### config.mk
export PLATFORM = sky130hd
export DESIGN_NAME = pc_fetch_unit_flat
export DESIGN_NICKNAME = d
export VERILOG_FILES = /design/src/rtl/pc_fetch_unit_if.sv /design/src/rtl/pc_fetch_unit.sv /design/src/flat_wrapper.sv
export SDC_FILE = /design/constraint.sdc
export NUM_CORES = 1
export LEC_CHECK = 0
export BUFFER_PORTS_ARGS = -buffer_cell sky130_fd_sc_hd__buf_2
export CAP_MARGIN = 40
export CORE_ASPECT_RATIO = 0.5
export CORE_UTILIZATION = 30
export CTS_BUF_LIST = sky130_fd_sc_hd__clkbuf_4
export CTS_CLUSTER_SIZE = 14
export DETAILED_ROUTE_END_ITERATION = 7
export PLACE_DENSITY = 0.67
export SYNTH_ARGS = -nofsm -noshare
export SYNTH_HDL_FRONTEND = slang
export SYNTH_SLANG_ARGS = --single-unit
### constraint.sdc
create_clock -name clk -period 3.31 [get_ports clk]
set_input_delay 0.993 -clock clk [delete_from_list [all_inputs] [get_ports clk]]
set_output_delay 0.993 -clock clk [all_outputs]
set_load 0.02 [all_outputs]
### src/rtl/pc_fetch_unit_if.sv
// Fetch-stage bus: redirect/stall controls and instruction memory in, PC/instruction/trap status out.
// The master modport is the fetch unit; the slave modport is the core/memory side.
interface pc_fetch_unit_if #(
  parameter int IMEM_AW = 11
);
  logic                stall;
  logic                jump_en;
  logic [31:0]         jump_target;
  logic [31:0]         instr_in;
  logic [IMEM_AW-1:0]  imem_addr;
  logic [31:0]         pc;
  logic [31:0]         pc_plus4;
  logic [31:0]         instr;
  logic                instr_valid;
  logic                fetch_fault;
  logic [31:0]         fault_addr;
  logic [31:0]         instret;

  modport master (
    input  stall, jump_en, jump_target, instr_in,
    output imem_addr, pc, pc_plus4, instr, instr_valid, fetch_fault, fault_addr, instret
  );

  modport slave (
    output stall, jump_en, jump_target, instr_in,
    input  imem_addr, pc, pc_plus4, instr, instr_valid, fetch_fault, fault_addr, instret
  );
endinterface

### src/rtl/pc_fetch_unit.sv
// PC register and instruction fetch with BOOT/RUN/TRAP control and fetch-address trapping.
// Optional retired-fetch counter built only when PC_FETCH_INSTRET_EN is defined.
module pc_fetch_unit #(
  parameter logic [31:0] RESET_PC = 32'h0000_0000,
  parameter int          IMEM_AW  = 11
) (
  input  logic            clk,
  input  logic            rst,
  pc_fetch_unit_if.master bus
);

  typedef enum logic [1:0] {
    ST_BOOT = 2'd0,
    ST_RUN  = 2'd1,
    ST_TRAP = 2'd2
  } state_t;

  localparam logic [31:0] NOP = 32'h0000_0013;

  state_t      r_state;
  logic [31:0] r_pc;
  logic [31:0] r_fault_addr;
  logic        r_fault;
  logic        r_instr_valid;

  logic [31:0] w_pc_plus4;
  logic [31:0] w_cand;
  logic        w_cand_ok;

  assign w_pc_plus4 = r_pc + 32'd4;
  assign w_cand     = bus.jump_en ? bus.jump_target : w_pc_plus4;
  // Anything outside the word-aligned 2^IMEM_AW-byte window traps instead of aliasing.
  assign w_cand_ok  = (w_cand[1:0] == 2'b00) &&
                      (w_cand[31:IMEM_AW] == {(32-IMEM_AW){1'b0}});

  always_ff @(posedge clk) begin
    if (rst) begin
      r_state       <= ST_BOOT;
      r_pc          <= RESET_PC;
      r_fault_addr  <= 32'h0000_0000;
      r_fault       <= 1'b0;
      r_instr_valid <= 1'b0;
    end else begin
      case (r_state)
        ST_BOOT: begin
          r_state       <= ST_RUN;
          r_instr_valid <= 1'b1;
        end
        ST_RUN: begin
          if (!bus.stall) begin
            if (w_cand_ok) begin
              r_pc <= w_cand;
            end else begin
              r_fault_addr  <= w_cand;
              r_fault       <= 1'b1;
              r_instr_valid <= 1'b0;
              r_state       <= ST_TRAP;
            end
          end
        end
        ST_TRAP: begin
          r_instr_valid <= 1'b0;
        end
        default: begin
          r_state       <= ST_TRAP;
          r_fault       <= 1'b1;
          r_instr_valid <= 1'b0;
        end
      endcase
    end
  end

`ifdef PC_FETCH_INSTRET_EN
  logic [31:0] r_instret;

  always_ff @(posedge clk) begin
    if (rst) begin
      r_instret <= 32'h0000_0000;
    end else if ((r_state == ST_RUN) && !bus.stall && w_cand_ok) begin
      r_instret <= r_instret + 32'd1;
    end
  end

  assign bus.instret = r_instret;
`else
  assign bus.instret = 32'h0000_0000;
`endif

  assign bus.imem_addr   = r_pc[IMEM_AW-1:0];
  assign bus.pc          = r_pc;
  assign bus.pc_plus4    = w_pc_plus4;
  assign bus.instr       = r_instr_valid ? bus.instr_in : NOP;
  assign bus.instr_valid = r_instr_valid;
  assign bus.fetch_fault = r_fault;
  assign bus.fault_addr  = r_fault_addr;

endmodule

### src/flat_wrapper.sv
// flat-port wrapper written by rule: the top's interface ports become plain ports
module pc_fetch_unit_flat 
#(
  parameter logic [31:0] RESET_PC = 32'h0000_0000,
  parameter int          IMEM_AW  = 11
)
  (clk, rst, bus_stall, bus_jump_en, bus_jump_target, bus_instr_in, bus_imem_addr, bus_pc, bus_pc_plus4, bus_instr, bus_instr_valid, bus_fetch_fault, bus_fault_addr, bus_instret);
  pc_fetch_unit_if #(.IMEM_AW(IMEM_AW)) bus_i ();
  input  logic clk;
  input  logic rst;
  input wire logic [$bits(bus_i.stall)-1:0] bus_stall;
  input wire logic [$bits(bus_i.jump_en)-1:0] bus_jump_en;
  input wire logic [$bits(bus_i.jump_target)-1:0] bus_jump_target;
  input wire logic [$bits(bus_i.instr_in)-1:0] bus_instr_in;
  output wire logic [$bits(bus_i.imem_addr)-1:0] bus_imem_addr;
  output wire logic [$bits(bus_i.pc)-1:0] bus_pc;
  output wire logic [$bits(bus_i.pc_plus4)-1:0] bus_pc_plus4;
  output wire logic [$bits(bus_i.instr)-1:0] bus_instr;
  output wire logic [$bits(bus_i.instr_valid)-1:0] bus_instr_valid;
  output wire logic [$bits(bus_i.fetch_fault)-1:0] bus_fetch_fault;
  output wire logic [$bits(bus_i.fault_addr)-1:0] bus_fault_addr;
  output wire logic [$bits(bus_i.instret)-1:0] bus_instret;
  assign bus_i.stall = bus_stall;
  assign bus_i.jump_en = bus_jump_en;
  assign bus_i.jump_target = bus_jump_target;
  assign bus_i.instr_in = bus_instr_in;
  assign bus_imem_addr = bus_i.imem_addr;
  assign bus_pc = bus_i.pc;
  assign bus_pc_plus4 = bus_i.pc_plus4;
  assign bus_instr = bus_i.instr;
  assign bus_instr_valid = bus_i.instr_valid;
  assign bus_fetch_fault = bus_i.fetch_fault;
  assign bus_fault_addr = bus_i.fault_addr;
  assign bus_instret = bus_i.instret;
  pc_fetch_unit #(.RESET_PC(RESET_PC), .IMEM_AW(IMEM_AW)) u_core (.clk(clk), .rst(rst), .bus(bus_i));
endmodule
### After elaboration in Yosys (flattened, before gate mapping)

Cells that the tools add are included.

| word-level totals | value |
|---|---|
| memories kept | 0 |
| latch bits | 0 |
| register bits after elaboration | 68 |
| memory bits (read-only) | 0 |
| input bits | 68 |
| memory bits (writable) | 0 |
| output and inout port bits | 173 |

| cells by class | value |
|---|---|
| $add $sub $neg | 1 |
| order comparisons | 0 |
| bitwise operators | 4 |
| reduce and logical (&&, ||, !) cells | 10 |
| shift-type cells | 0 |
| div/mod/pow operators | 0 |
| multiplexer cells | 11 |
| multiply operators | 0 |
| eq/ne operators | 4 |

Operators by type and width:

| cell | count |
|---|---|
| 32-bit 2-to-1 mux | 2 |
| 32-bit by 3-bit adder with 32-bit output, second input constant | 1 |
| 21-bit logical NOT | 1 |
| 3-bit AND reduction | 4 |
| 2-bit case mux with 3 select lines | 1 |
| 2-bit logical NOT | 2 |
| 1-bit 2-to-1 mux | 4 |
| 2-bit 2-to-1 mux | 2 |
| 2-bit != test, second input constant | 2 |
| 1-bit inverter | 4 |
| 1-bit case mux with 2 select lines | 2 |
| 2-bit by 1-bit == test with 1-bit output, second input constant | 1 |
| 2-bit == test, second input constant | 1 |
| 2-bit AND reduction | 1 |
| 2-bit OR reduction | 1 |
| 1-bit logical AND | 1 |

### Logic depth before layout (Yosys ltp)

Gate-level depths: netlist of the first run.

| logic depth | value |
|---|---|
| depth in word-level cells | 7 |
| gate-level depth with buffers | 12 |

### Least setup slack after synthesis of the first run

Ideal clock, no wire load.

| timing | value |
|---|---|
| path type | reg2reg |
| start | reg u_core.r_pc[2], in the netlist u_core.bus.pc[2] |
| end | reg u_core.r_pc[2], in the netlist u_core.bus.pc[2] |
| data arrival time | 3.256 ns |
| buffers on the path | 1 |
| library setup time | 0.058 ns |
| path slack | -0.004 ns |
| cell stages (with the launch flop) | 11 |
| clock period less this slack | 3.314 ns |
| cells stage by stage | dfxtp_1 > ha_1 > nand3_1 > nor3_1 > xor2_1 > mux2_2 > or4_4 > or4_4 > buf_6 > a2111oi_2 > o21a_1 |

| on the way | value |
|---|---|
| word-level cells in the longest chain between the ends | 5 |

RTL lines:

| item | RTL line | RTL |
|---|---|---|
| start: declaration | pc_fetch_unit.sv:21 | `logic [31:0] r_pc;` |
| start signal: assignment | pc_fetch_unit.sv:52 | `r_pc <= w_cand;` |
| 32-bit by 3-bit adder with 32-bit output | pc_fetch_unit.sv:30 | `assign w_pc_plus4 = r_pc + 32'd4;` |
| net bus_pc_plus4[12] | flat_wrapper.sv:17 | `output wire logic [$bits(bus_i.pc_plus4)-1:0] bus_pc_plus4;` |
| 32-bit 2-to-1 mux | pc_fetch_unit.sv:31 | `assign w_cand = bus.jump_en ? bus.jump_target : w_pc_plus4;` |
| 21-bit logical NOT | pc_fetch_unit.sv:34 | `(w_cand[31:IMEM_AW] == {(32-IMEM_AW){1'b0}});` |
| 1-bit logical AND | pc_fetch_unit.sv:33 | `assign w_cand_ok = (w_cand[1:0] == 2'b00) &&` |
| 3-bit AND reduction (no line) | n/a |  |

The timed path passes the listed nets, and every way through them passes these cells.
A chain may end at the register's enable or synchronous reset.

### Worst setup path in the final report of the first run

| timing | value |
|---|---|
| start | reg u_core.r_pc[2], in the netlist u_core.bus.pc[2] |
| end | out bus_pc_plus4[22] |

| on the way | value |
|---|---|
| word-level cells in the longest chain between the ends | 1 |

RTL lines:

| item | RTL line |
|---|---|
| 32-bit by 3-bit adder with 32-bit output | pc_fetch_unit.sv:30 |
| end: declaration | flat_wrapper.sv:17 |

No other way between the ends.

==> results by group, run 1 <==
Floorplan
  • Die Y-Extent: 88.2 µm
  • Die ar.: 15,400 µm²
  • Width of the die: 174 µm
  • Row count: 31
  • Initial core utilization: 30.7%
  • I/O pin count: 241
  • Core box area: ~15,000 µm²

Drt
  • Routed WL per cell: 16.3 µm
  • Starting DRC count in detailed routing: 406
  • Ratio of routed vias to standard cells: 5.16
  • Final routed DRC violation total: 0
  • Wire length after detailed routing: 15,600 µm
  • Total via count in the routed design: 4,922
  • Number of search-and-repair iterations in the first detailed-routing pass: 5
  • Post-route antenna net violation count: 0

Global route
  • Number of global-route vias before repair: 4,333
  • Global-route wire length before repair: 23,000 µm
  • Busiest layer in global routing: met2
  • Total grt overflow: 0
  • Routing usage on met1: 24.0%
  • Number of antenna violations at the first check in global routing: 0
  • Overall track demand over capacity in global routing: 19.4%
  • Largest net degree at the start of global routing: 36
  • Met2 track demand over resource in global routing: approximately 33%
  • Grt met3 use: 4.12%

Placed design
  • Post-placement cell count: ~930
  • Buffers on Ports: 208
  • Estimated wirelength of the detail-placed design: 12,100 µm
  • Pre-CTS setup slack: 0.0363 ns
  • Routability congestion estimate: 0.966

Clock tree
  • # clock sinks: 68
  • Clock Latency Late Sink: between 0.4 and 0.5 ns
  • Root buf cell: sky130_fd_sc_hd__clkbuf_4
  • Bufs on Longest Clock Path: 2
  • Cts bufs inserted: 9
  • Number of hold buffers added after CTS: 0
  • TritonCTS clock tree: built
  • H-tree levels: 3
  • Clk slew on worst S/H paths: 0.12 ns

STA
  • Total count of hold-check failures in the final report: 0
  • Peak Freq: 0.308 GHz
  • Worst slew margin relative to its limit: 49.8%
  • Final setup violation count: 0
  • Min cycle time layout: 3.25 ns
  • Worst-case clock skew: 0.0221 ns
  • Total count of max-transition violations in the final report: 0
  • Portion of the clock cycle consumed by the worst path in the final layout: 98.2%
  • PnR worst setup slack: 0.0596 ns
  • Slew at the pin closest to its max-slew limit: 0.751 ns
  • Total Neg Setup Slack: 0 ns

Pwr
  • Leak Pwr: 2.98 nW
  • Switching power as a share of total power: a little under a third
  • Net switching power figure: 0.000581 W
  • Cell Pwr Density: a little over 300 nW/µm²
  • Proportion of power drawn by combinational gates: between 15 and 20%
  • Share of power burned in the clock network: approximately 34%
  • Reg power frac: a little under half
  • Power, Total: 0.00186 W
  • Peak supply drop: about 0.00025 V
  • Cell Int Power: roughly 0.0013 W

Finish
  • Share of layout cells above drive strength 1: about 41%
  • Final layout net count: 820
  • Number of fill cells: 1,478
  • Antenna diode count: 0
  • Non-Filler Instances: 954
  • Area delta synth->final: 34.3%

Critical path
  • Arrival time of the worst setup path: ~2.3 ns
  • Worst setup path class: register to output port
  • Category of the worst setup path capture point: output port
  • CP startpoint kind: register
  • Worst path required time: 2.32 ns
  • Maximum fanout along the worst path: 7

Synthesis
  • Seq/Total Area, Yosys: 30.5%
  • Synth warn: 0
  • Post-synthesis sequential element count: 68
  • EDFF count, synth: 0
  • Avg Cell Area, Syn: 8.29 µm²
  • Cell variety after synth: 67
  • Synthesized instance count: 538
  • Async S/R FF share, synth: 0%
  • Cell area after synthesis: approximately 4500 µm²
  • Predominant post-synthesis flop cell: sky130_fd_sc_hd__dfxtp_1

Job
  • Number of violations of the max-capacitance limit: 0

Outcome
  • Status: complete, no violations

Min path
  • Worst hold-check path type: register to register
[flip-flops by register name, summed over array words and instances (netlist names)]
| register | cells |
|---|---|
| u_core.bus.instr_valid | 1 |
| u_core.bus.fetch_fault | 1 |
| u_core.bus.pc | 32 |
| u_core.r_state | 2 |
| u_core.bus.fault_addr | 32 |
[layout by cell type (no fill, tap or decap), types with 4 or more instances in the layout]
cell type / n
sky130_fd_sc_hd__nand2b_1: 18
sky130_fd_sc_hd__conb_1: 32
sky130_fd_sc_hd__nor2_1: 19
sky130_fd_sc_hd__buf_2: 206
sky130_fd_sc_hd__o311ai_0: 5
sky130_fd_sc_hd__o21ai_0: 9
sky130_fd_sc_hd__nor3_1: 10
sky130_fd_sc_hd__clkbuf_4: 9
sky130_fd_sc_hd__nor2b_1: 12
sky130_fd_sc_hd__and2_1: 48
sky130_fd_sc_hd__o211a_1: 4
sky130_fd_sc_hd__or3_1: 4
sky130_fd_sc_hd__o211ai_1: 27
sky130_fd_sc_hd__nand2_1: 28
sky130_fd_sc_hd__a2bb2oi_1: 8
sky130_fd_sc_hd__dfxtp_1: 63
sky130_fd_sc_hd__nand3_1: 31
sky130_fd_sc_hd__or4_1: 4
sky130_fd_sc_hd__and4_1: 5
sky130_fd_sc_hd__xor2_1: 7
sky130_fd_sc_hd__xnor2_1: 12
sky130_fd_sc_hd__and3_1: 4
sky130_fd_sc_hd__buf_4: 44
sky130_fd_sc_hd__o41ai_1: 6
sky130_fd_sc_hd__a31oi_1: 11
sky130_fd_sc_hd__mux2i_1: 14
sky130_fd_sc_hd__or2_2: 4
sky130_fd_sc_hd__inv_1: 12
sky130_fd_sc_hd__nor4_1: 5
sky130_fd_sc_hd__a211oi_1: 7
sky130_fd_sc_hd__dfxtp_2: 4
sky130_fd_sc_hd__nand4_1: 12
sky130_fd_sc_hd__a21oi_1: 5
[power by group through the flow]
stage / logic, W / registers (W) / clock network, W
floorplan: 0.000235 / 0.000899 / 0
global placement: 0.000363 / 0.000882 / 0
detailed placement: 0.000366 / 0.000883 / 0
CTS: 0.000367 / 0.000864 / 0.000638
global route: 0.000398 / 0.000868 / 0.000679
finish: 0.000369 / 0.000862 / 0.000626
[logic make-up after synthesis]
kind of cell,after synthesis,synth area share [%]
other,1,0.0841
buffers and inverters,94,12.4
xor gates and xnor gates,21,4.12
muxes,16,3.73
adders and majority gates,1,0.281
DFF,68,30.5
and+or+nand+nor,228,29.9
AOI/OAI and AO/OA,109,19.0
[worst paths after layout]
path / startpoint / to / slack (ns) / depth (start not counted)
max: u_core.bus.pc[2]$_SDFFE_PP0P_ / bus_pc_plus4[22] / 0.06 / 8
min reg2reg: u_core.bus.fault_addr[24]$_SDFFE_PP0P_ / u_core.bus.fault_addr[24]$_SDFFE_PP0P_ / 0.47 / 2
min: u_core.bus.fault_addr[24]$_SDFFE_PP0P_ / u_core.bus.fault_addr[24]$_SDFFE_PP0P_ / 0.47 / 2
max reg2reg: u_core.bus.pc[6]$_SDFFE_PP0P_ / u_core.bus.pc[7]$_SDFFE_PP0P_ / 0.19 / 10
[synthesized netlist by cell type (all sizes together) (8+ instances only)]
cell type	instances	area share, %
dfxtp	68	31
buf	58	9.3
and2	48	6.7
nand3	34	3.9
nand2	30	2.6
o211ai	27	4.5
clkbuf	23	1.9
nor2	20	1.7
nand2b	18	2.5
mux2i	14	3.1
nand4	14	2.2
xnor2	14	2.7
nor3	13	1.7
inv	12	1.0
nor2b	12	1.7
a31oi	11	1.5
o21ai	10	1.1
and4	9	1.9
a2bb2oi	8	1.6
o41ai	8	1.7
[worst max-delay path, stage by stage (launching register included)]
cell and delay (ns):
sky130_fd_sc_hd__dfxtp_4 0.41, sky130_fd_sc_hd__ha_4 0.16, sky130_fd_sc_hd__nand3_2 0.13, sky130_fd_sc_hd__buf_4 0.18
sky130_fd_sc_hd__nor3_1 0.23, sky130_fd_sc_hd__buf_4 0.18, sky130_fd_sc_hd__nand2_1 0.08, sky130_fd_sc_hd__xnor2_2 0.24
sky130_fd_sc_hd__buf_4 0.18
[cell type report]
type | instances | area [µm²] | share of cell area (%)
timing repair buffer | 252 | 1400 | 23.4
inverter | 13 | 48.8 | 0.815
sequential | 68 | 1370 | 22.9
tap | 198 | 248 | 4.14
multi-input combinational | 407 | 2760 | 46.1
clock buffer | 9 | 67.6 | 1.13
clock inverter | 7 | 91.3 | 1.52
[per-stage QoR]
| step | hold WS [ns] | util (%) | area, µm² |
|---|---|---|---|
| 3_3_place_gp | 0.454 | 39.2 | 5690 |
| 5_1_grt | 0.517 | 41.3 | 5990 |
| 2_1_floorplan | 0.458 | - | 4580 |
| 4_1_cts | 0.477 | 40.7 | 5900 |
| 6_report | 0.474 | 41.3 | 5990 |
| 3_5_place_dp | 0.458 | 39.2 | 5690 |
[layer usage]
metal,up-vias,wire [µm]
li1,2314,-
met1,2336,6520
met2,242,7520
met3,30,1100
met4,0,453
met5,-,0
[repair_timing]
item | in CTS | in global routing
resized for setup | 10 | 16
endpoints found under the setup margin | 10 | 20
cloned | 0 | 0
pin swaps | 2 | 5
buffers inserted | 1 | 4
Note: power is estimated with default switching activity, not from simulation.
==> run 2: changes to the inputs <==
- BUFFER_PORTS_ARGS: -buffer_cell sky130_fd_sc_hd__buf_2 -> unset
- DONT_BUFFER_PORTS: unset -> 1
- PLACE_DENSITY: 0.67 -> 0.54
==> run 2 against run 1 <==
Effect of this change:
- design area shrank 14%
- final cell count shrank 19%
- total power shrank 0.60%
- register-to-register slack is essentially flat
- clock skew shrank 0.0057 ns
- setup slack gained 0.012 ns
- combinational power shrank 33%
- wire length shrank 2.7%
- sequential power grew 3.5%
- via count shrank 16%
- critical path type unchanged
- largest cell class unchanged
==> results by group, run 2 (synthesized netlist as in run 1, its figures left out) <==
STA
  • RSZ-0062 raised after global routing: true
  • Portion of the clock cycle consumed by the worst path in the final layout: 97.8% (-0.36 points)
  • Worst slew margin relative to its limit: 48.7% (-1.1 points)
  • Worst-case clock skew: 0.0164 ns (-0.00567 ns)
  • Total Neg Setup Slack: 0 ns (unchanged)
  • Slew at the pin closest to its max-slew limit: 0.768 ns (+0.0170 ns)
  • Peak Freq: 0.309 GHz (+0.36%)
  • Total count of hold-check failures in the final report: 0 (unchanged)
  • Final setup violation count: 0 (unchanged)
  • Total count of max-transition violations in the final report: 0 (unchanged)
  • Min cycle time layout: 3.24 ns (-0.0118 ns)

Pwr
  • Net switching power figure: 0.000548 W (-5.7%)
  • Share of power burned in the clock network: 38.4% (+4.7 points)
  • Switching power as a share of total power: 29.7% (-1.6 points)
  • Reg power frac: 48.3% (+1.9 points)
  • Peak supply drop: 0.000137 V (-46%)
  • Cell Int Power: 0.00130 W (+1.7%)
  • Cell Pwr Density: 357 nW/µm² (+15%)
  • Leak Pwr: 2.12 nW (-29%)
  • Proportion of power drawn by combinational gates: 13.3% (-6.6 points)

Floorplan
  • Row count: 31 (unchanged)
  • Core box area: 14,500 µm² (unchanged)
  • Initial core utilization: 30.7% (unchanged)
  • Width of the die: 174 µm (unchanged)
  • I/O pin count: 241 (unchanged)
  • Die ar.: 15,400 µm² (unchanged)
  • Die Y-Extent: 88.2 µm (unchanged)

Critical path
  • Maximum fanout along the worst path: 5 (-2)
  • CP startpoint kind: register
  • Reg-to-reg startpoint: u_core.bus.pc[3]$_SDFFE_PP0P_
  • Arrival time of the worst setup path: 2.25 ns (about the same)
  • Sum of buffers and inverters on the critical path: 2 (-1)
  • Category of the worst setup path capture point: output port
  • R2R cell count: 9 (-1)
  • RR Endpoint: u_core.bus.pc[2]$_SDFFE_PP0P_
  • Max stage delay on crit path: 0.39 ns (-0.02 ns)
  • Family of cells with the greatest summed delay on the critical path: simple AND/OR/NAND/NOR gates
  • Worst setup path class: register to output port
  • Crit path cell chain: ha_2, nand3_2, buf_4, nor4_4, nand3_2, xnor2_2, buf_4
  • CP max-delay cell: sky130_fd_sc_hd__dfxtp_2
  • Worst-case register-to-register setup slack: 0.18 ns (about the same)
  • Worst path required time: 2.32 ns (about the same)
  • Beginning of the critical path: u_core.bus.pc[2]$_SDFFE_PP0P_

Finish
  • Antenna diode count: 0 (unchanged)
  • Share of the core filled with cells: 35.7% (-5.6 points)
  • Most used cells in the layout excluding fill and tap cells: 73 x sky130_fd_sc_hd__buf_4, 61 x sky130_fd_sc_hd__dfxtp_1, 48 x sky130_fd_sc_hd__and2_1
  • Number of fill cells: 1,508 (+2.0%)
  • Final design instance area without fill: 5170 µm² (-14%)
  • Final layout net count: 642 (-22%)
  • Share of layout cells above drive strength 1: 23.5% (-17 points)
  • Area delta synth->final: 16.0%
  • Most common cell after layout, fill and taps aside: sky130_fd_sc_hd__buf_4

Placed design
  • Buffers on Ports: 0 (-100%)
  • Routability congestion estimate: 0.914 (-5.4%)
  • Placed standard-cell area: 4860 µm² (-15%)
  • Estimated wirelength of the detail-placed design: 11,800 µm (-2.4%)

Global route
  • Overall track demand over capacity in global routing: 19.3% (-0.067 points)
  • Number of global-route vias before repair: 3,688 (-15%)
  • Largest net degree at the start of global routing: 39 (+8.3%)
  • Total grt overflow: 0 (unchanged)
  • Global-route wire length before repair: 22,400 µm (-2.7%)
  • Number of antenna violations at the first check in global routing: 0 (unchanged)

Clock tree
  • Bufs on Longest Clock Path: 2 (unchanged)
  • # clock sinks: 68 (unchanged)
  • TritonCTS clock tree: built
  • Clk slew on worst S/H paths: 0.12 ns (about the same)
  • H-tree levels: 3 (unchanged)
  • Clock Latency Late Sink: 0.45 ns (about the same)
  • Cts bufs inserted: 9 (unchanged)
  • Root buf cell: sky130_fd_sc_hd__clkbuf_4

Drt
  • Final routed DRC violation total: 0 (unchanged)
  • Wire length after detailed routing: 15,200 µm (-2.7%)
  • Ratio of routed vias to standard cells: 5.31 (+2.9%)
  • Routed WL per cell: 19.5 µm (+20%)
  • Total via count in the routed design: 4,121 (-16%)
  • Number of search-and-repair iterations in the first detailed-routing pass: 5 (unchanged)
  • Post-route antenna net violation count: 0 (unchanged)
  • Starting DRC count in detailed routing: 263 (-35%)

Outcome
  • Status: complete, no violations

Job
  • Number of violations of the max-capacitance limit: 0 (unchanged)

Min path
  • Hold path startpoint: u_core.r_state[0]$_SDFFE_PP0P_
  • Min-Delay Path Depth: 1 (-1)
  • Worst hold endpoint: u_core.bus.instr_valid$_SDFFE_PP0P_
  • Worst hold-check path type: register to register
run 2: cell types whose count changed in the layout (fill, tap and decap cells not counted), moves of 2 or more:
cell	change
sky130_fd_sc_hd__dfxtp_1	-2
sky130_fd_sc_hd__buf_2	-206
sky130_fd_sc_hd__clkinv_2	-2
sky130_fd_sc_hd__buf_4	+29
sky130_fd_sc_hd__nand2_2	+2
sky130_fd_sc_hd__nand2_1	-2
sky130_fd_sc_hd__dfxtp_2	+3
run 2: final cells by class:
type	instances	area [µm²]	area share, %
inverter	13	48.8	0.943
clock inverter	7	115	2.22
tap	198	248	4.79
multi-input combinational	407	2760	53.3
timing repair buffer	74	568	11.0
clock buffer	9	67.6	1.31
sequential	68	1370	26.5
run 2: how the worst max path moves through the flow:
stage | endpoint | slack (ns) | cells after the start
2_1_floorplan | u_core.bus.pc[2]$_SDFFE_PP0P_ | 0.04 | 10
3_3_place_gp | u_core.bus.pc[2]$_SDFFE_PP0P_ | 0.07 | 8
3_5_place_dp | u_core.bus.pc[2]$_SDFFE_PP0P_ | 0.1 | 8
4_1_cts | bus_pc_plus4[24] | -0.004 | 7
5_1_grt | bus_pc_plus4[28] | -0.09 | 6
6_report | bus_pc_plus4[24] | 0.07 | 7
run 2: what timing repair did:
| item | in CTS | in global routing |
|---|---|---|
| gates resized for setup | 6 | 20 |
| endpoints found under the hold margin | 0 | 0 |
| hold buffers | 0 | 0 |
| pin swaps | 1 | 4 |
| setup endpoints to repair | 5 | 40 |
| setup buffers | 1 | 4 |
run 2: worst reg2reg max path, cell delays in order, from the launching register on:
cell and delay, ns:
sky130_fd_sc_hd__dfxtp_2 0.37, sky130_fd_sc_hd__buf_4 0.21, sky130_fd_sc_hd__nand4_1 0.25, sky130_fd_sc_hd__nor4_1 0.29, sky130_fd_sc_hd__xor2_1 0.20, sky130_fd_sc_hd__o31a_1 0.30
sky130_fd_sc_hd__or4_4 0.44, sky130_fd_sc_hd__or4_4 0.57, sky130_fd_sc_hd__a2111oi_2 0.29, sky130_fd_sc_hd__o21a_1 0.16
run 2: routing by layer:
layer,routed length [µm],vias up,global-route usage [%]
li1,-,1965,-
met1,6430,1930,24.3
met2,6830,202,29.9
met3,1600,24,8.16
met4,298,0,6.62
met5,0,-,0
run 2: through the flow:
step / total power, W / hold WS [ns] / std cells / worst slack [ns]
detailed placement: 0.00115 / 0.482 / 755 / 0.0978
global placement: 0.00115 / 0.476 / 755 / 0.0730
finish: 0.00185 / 0.495 / 776 / 0.0714
floorplan: 0.00113 / 0.458 / 569 / 0.0350
global route: 0.00192 / 0.537 / 776 / -0.0862
CTS: 0.00186 / 0.498 / 772 / -0.00354
run 2: power by group through the flow:
stage | clock network [W] | logic [W] | registers (W)
after floorplan | 0 | 0.000235 | 0.000899
after global placement | 0 | 0.000239 | 0.000912
after detailed placement | 0 | 0.000240 | 0.000913
after CTS | 0.000723 | 0.000240 | 0.000894
after global routing | 0.000758 | 0.000268 | 0.000899
final | 0.000708 | 0.000246 | 0.000892
==> run 3: changes to the inputs <==
- CORE_UTILIZATION: 30 -> 45
- PLACE_DENSITY: 0.54 -> 0.72
==> run 3 against run 2 <==
Effect of this change:
- the flow now finishes with violations (DRC)
- count of clock-buffer cells in the layout unchanged
- design area down 2.1%
- fmax down 1.2%
- largest cell class unchanged
- flip-flop and latch count unchanged
- register-to-register slack worse by 0.09 ns
- clock skew up 0.0051 ns
- sequential power about the same
==> results by group, run 3 (synthesized netlist as in run 1, its figures left out) <==
Outcome
  • Status: complete, but fails checks
  • Failing checks: DRC

Clock tree
  • Root buf cell: sky130_fd_sc_hd__clkbuf_4
  • Clock Latency Late Sink: 0.46 ns (about the same)
  • # clock sinks: 68 (unchanged)
  • TritonCTS clock tree: built
  • Bufs on Longest Clock Path: 2 (unchanged)
  • Cts bufs inserted: 9 (unchanged)
  • Number of hold buffers added after CTS: 0 (unchanged)
  • H-tree levels: 3 (unchanged)
  • Clk slew on worst S/H paths: 0.13 ns (about the same)

Floorplan
  • Core box area: 9540 µm² (-34%)
  • Initial core utilization: 46.7% (+16 points)
  • Die Y-Extent: 72.4 µm (-18%)
  • Row count: 25 (-19%)
  • Die ar.: 10,300 µm² (-33%)
  • Width of the die: 143 µm (-18%)
  • I/O pin count: 241 (unchanged)

Critical path
  • Worst setup path class: register to output port
  • Worst path required time: 2.32 ns (about the same)
  • Arrival time of the worst setup path: 2.29 ns (+0.04 ns)
  • Worst-case register-to-register setup slack: 0.09 ns (-0.09 ns)
  • CP startpoint kind: register
  • Category of the worst setup path capture point: output port
  • R2R cell count: 8 (-1)
  • RR Endpoint: u_core.bus.pc[3]$_SDFFE_PP0P_
  • Reg-to-reg startpoint: u_core.bus.pc[11]$_SDFFE_PP0P_
  • Maximum fanout along the worst path: 7 (+2)

STA
  • Peak Freq: 0.305 GHz (-1.2%)
  • Total count of hold-check failures in the final report: 0 (unchanged)
  • Worst Hold Margin: 0.504 ns (+0.00902 ns)
  • Min cycle time layout: 3.28 ns (+0.0409 ns)
  • Final setup violation count: 0 (unchanged)
  • Worst slew margin relative to its limit: 53.1% (+4.3 points)
  • Worst-case clock skew: 0.0215 ns (+0.00509 ns)
  • Portion of the clock cycle consumed by the worst path in the final layout: 99.1% (+1.2 points)
  • RSZ-0062 raised after global routing: true
  • Total count of max-transition violations in the final report: 0 (unchanged)
  • Slew at the pin closest to its max-slew limit: 0.703 ns (-0.0651 ns)

Finish
  • Non-Filler Instances: 701 (-9.7%)
  • Final layout net count: 630 (-1.9%)
  • Most used cells in the layout excluding fill and tap cells: 64 x sky130_fd_sc_hd__dfxtp_1, 60 x sky130_fd_sc_hd__buf_4, 48 x sky130_fd_sc_hd__and2_1
  • Share of layout cells above drive strength 1: 20.8% (-2.7 points)
  • Most common cell after layout, fill and taps aside: sky130_fd_sc_hd__dfxtp_1
  • Area delta synth->final: 13.6%
  • Final design instance area without fill: 5060 µm² (-2.1%)
  • Antenna diode count: 0 (unchanged)
  • Share of the core filled with cells: 53.1% (+17 points)

Min path
  • Min-Delay Path Depth: 1 (unchanged)
  • Worst hold endpoint: u_core.bus.instr_valid$_SDFFE_PP0P_
  • Worst hold-check path type: register to register
  • Hold path startpoint: u_core.r_state[0]$_SDFFE_PP0P_

Drt
  • Routed WL per cell: 19.9 µm (+1.8%)
  • Post-route antenna net violation count: 0 (unchanged)
  • Starting DRC count in detailed routing: 377 (+43%)
  • Total via count in the routed design: 4,219 (+2.4%)
  • Number of search-and-repair iterations in the first detailed-routing pass: 8 (+3)
  • Wire length after detailed routing: 13,900 µm (-8.1%)
  • Ratio of routed vias to standard cells: 6.02 (+13%)
  • Final routed DRC violation total: 2 (+2)

Placed design
  • Placed standard-cell area: 4740 µm² (-2.4%)
  • Buffers on Ports: 0 (unchanged)
  • Routability congestion estimate: 0.952 (+4.1%)
  • Estimated wirelength of the detail-placed design: 10,600 µm (-9.9%)
  • Post-placement cell count: 685 (-9.3%)

Pwr
  • Cell Pwr Density: 380 nW/µm² (+6.4%)
  • Leak Pwr: 2.09 nW (-1.1%)
  • Peak supply drop: 0.000189 V (+38%)

Global route
  • Number of global-route vias before repair: 3,692 (+0.11%)
  • Global-route wire length before repair: 20,900 µm (-6.8%)
  • Overall track demand over capacity in global routing: 26.7% (+7.4 points)
  • Total grt overflow: 0 (unchanged)
  • Largest net degree at the start of global routing: 39 (unchanged)
  • Number of antenna violations at the first check in global routing: 0 (unchanged)

Job
  • Number of violations of the max-capacitance limit: 0 (unchanged)
[run 3: cell count changes in the layout (fill, tap and decap cells not counted), moves of 3 or more]
cell                      change
sky130_fd_sc_hd__buf_4       -13
sky130_fd_sc_hd__o41ai_1      -4
sky130_fd_sc_hd__o41ai_2      +4
sky130_fd_sc_hd__dfxtp_1      +3
sky130_fd_sc_hd__dfxtp_2      -3
sky130_fd_sc_hd__nand2_2      -3
sky130_fd_sc_hd__nand3_2      -3
[run 3: worst max-delay path by stage]
stage | from | end | cells past startpoint | slack (ns)
6_report | u_core.bus.pc[7]$_SDFFE_PP0P_ | bus_pc_plus4[29] | 5 | 0.03
3_5_place_dp | bus_jump_en | u_core.bus.pc[8]$_SDFFE_PP0P_ | 7 | -0.06
4_1_cts | u_core.bus.pc[5]$_SDFFE_PP0P_ | bus_pc_plus4[29] | 5 | 0.002
5_1_grt | u_core.bus.pc[11]$_SDFFE_PP0P_ | bus_pc_plus4[22] | 5 | -0.04
2_1_floorplan | u_core.bus.pc[3]$_SDFFE_PP0P_ | u_core.bus.pc[2]$_SDFFE_PP0P_ | 10 | 0.04
3_3_place_gp | bus_jump_en | u_core.bus.pc[6]$_SDFFE_PP0P_ | 7 | 0.12
[run 3: area by class of cell]
type / instances / area [µm²]
Fill cell: 867 / 4480
Multi-Input combinational cell: 407 / 2780
Sequential cell: 68 / 1370
Timing Repair Buffer: 62 / 490
Tap cell: 135 / 169
Clock inverter: 7 / 146
Clock buffer: 9 / 67.6
Inverter: 13 / 48.8
[run 3: timing repair]
action | CTS | global route
setup buffers | 0 | 0
setup endpoints to repair | 6 | 56
gates resized for setup | 5 | 15
gates cloned | 0 | 0
pin swaps | 0 | 1
[run 3: critical path: stages (launching register included)]
cell and delay [ns]:
sky130_fd_sc_hd__dfxtp_1 0.44, sky130_fd_sc_hd__and4_1 0.38, sky130_fd_sc_hd__nand4_4 0.20, sky130_fd_sc_hd__nor4_2 0.30, sky130_fd_sc_hd__xor2_1 0.28, sky130_fd_sc_hd__buf_4 0.22
[run 3: where the power goes]
group / internal (W) / total (W) / switching [W]
sequential: 0.000841 / 0.000890 / 0.0000489
clock: 0.000463 / 0.000793 / 0.000330
combinational: 0.0000739 / 0.000240 / 0.000166
[run 3: stage by stage]
step | power, W | TNS (ns) | setup slack (ns)
after detailed placement | 0.00115 | -0.0644 | -0.0644
final | 0.00192 | 0 | 0.0306
after floorplan | 0.00113 | 0 | 0.0350
after global routing | 0.00200 | -0.194 | -0.0434
after CTS | 0.00193 | 0 | 0.00241
after global placement | 0.00114 | 0 | 0.116
[run 3: per-layer routing]
layer | share of wire [%] | wire length [µm] | GRT usage [%] | up-vias
li1 | - | - | - | 1944
met1 | 41 | 5730 | 34.2 | 1983
met2 | 44 | 6140 | 40.7 | 257
met3 | 12 | 1690 | 10.2 | 35
met4 | 2.7 | 383 | 10.4 | 0
met5 | 0 | 0 | 0 | -
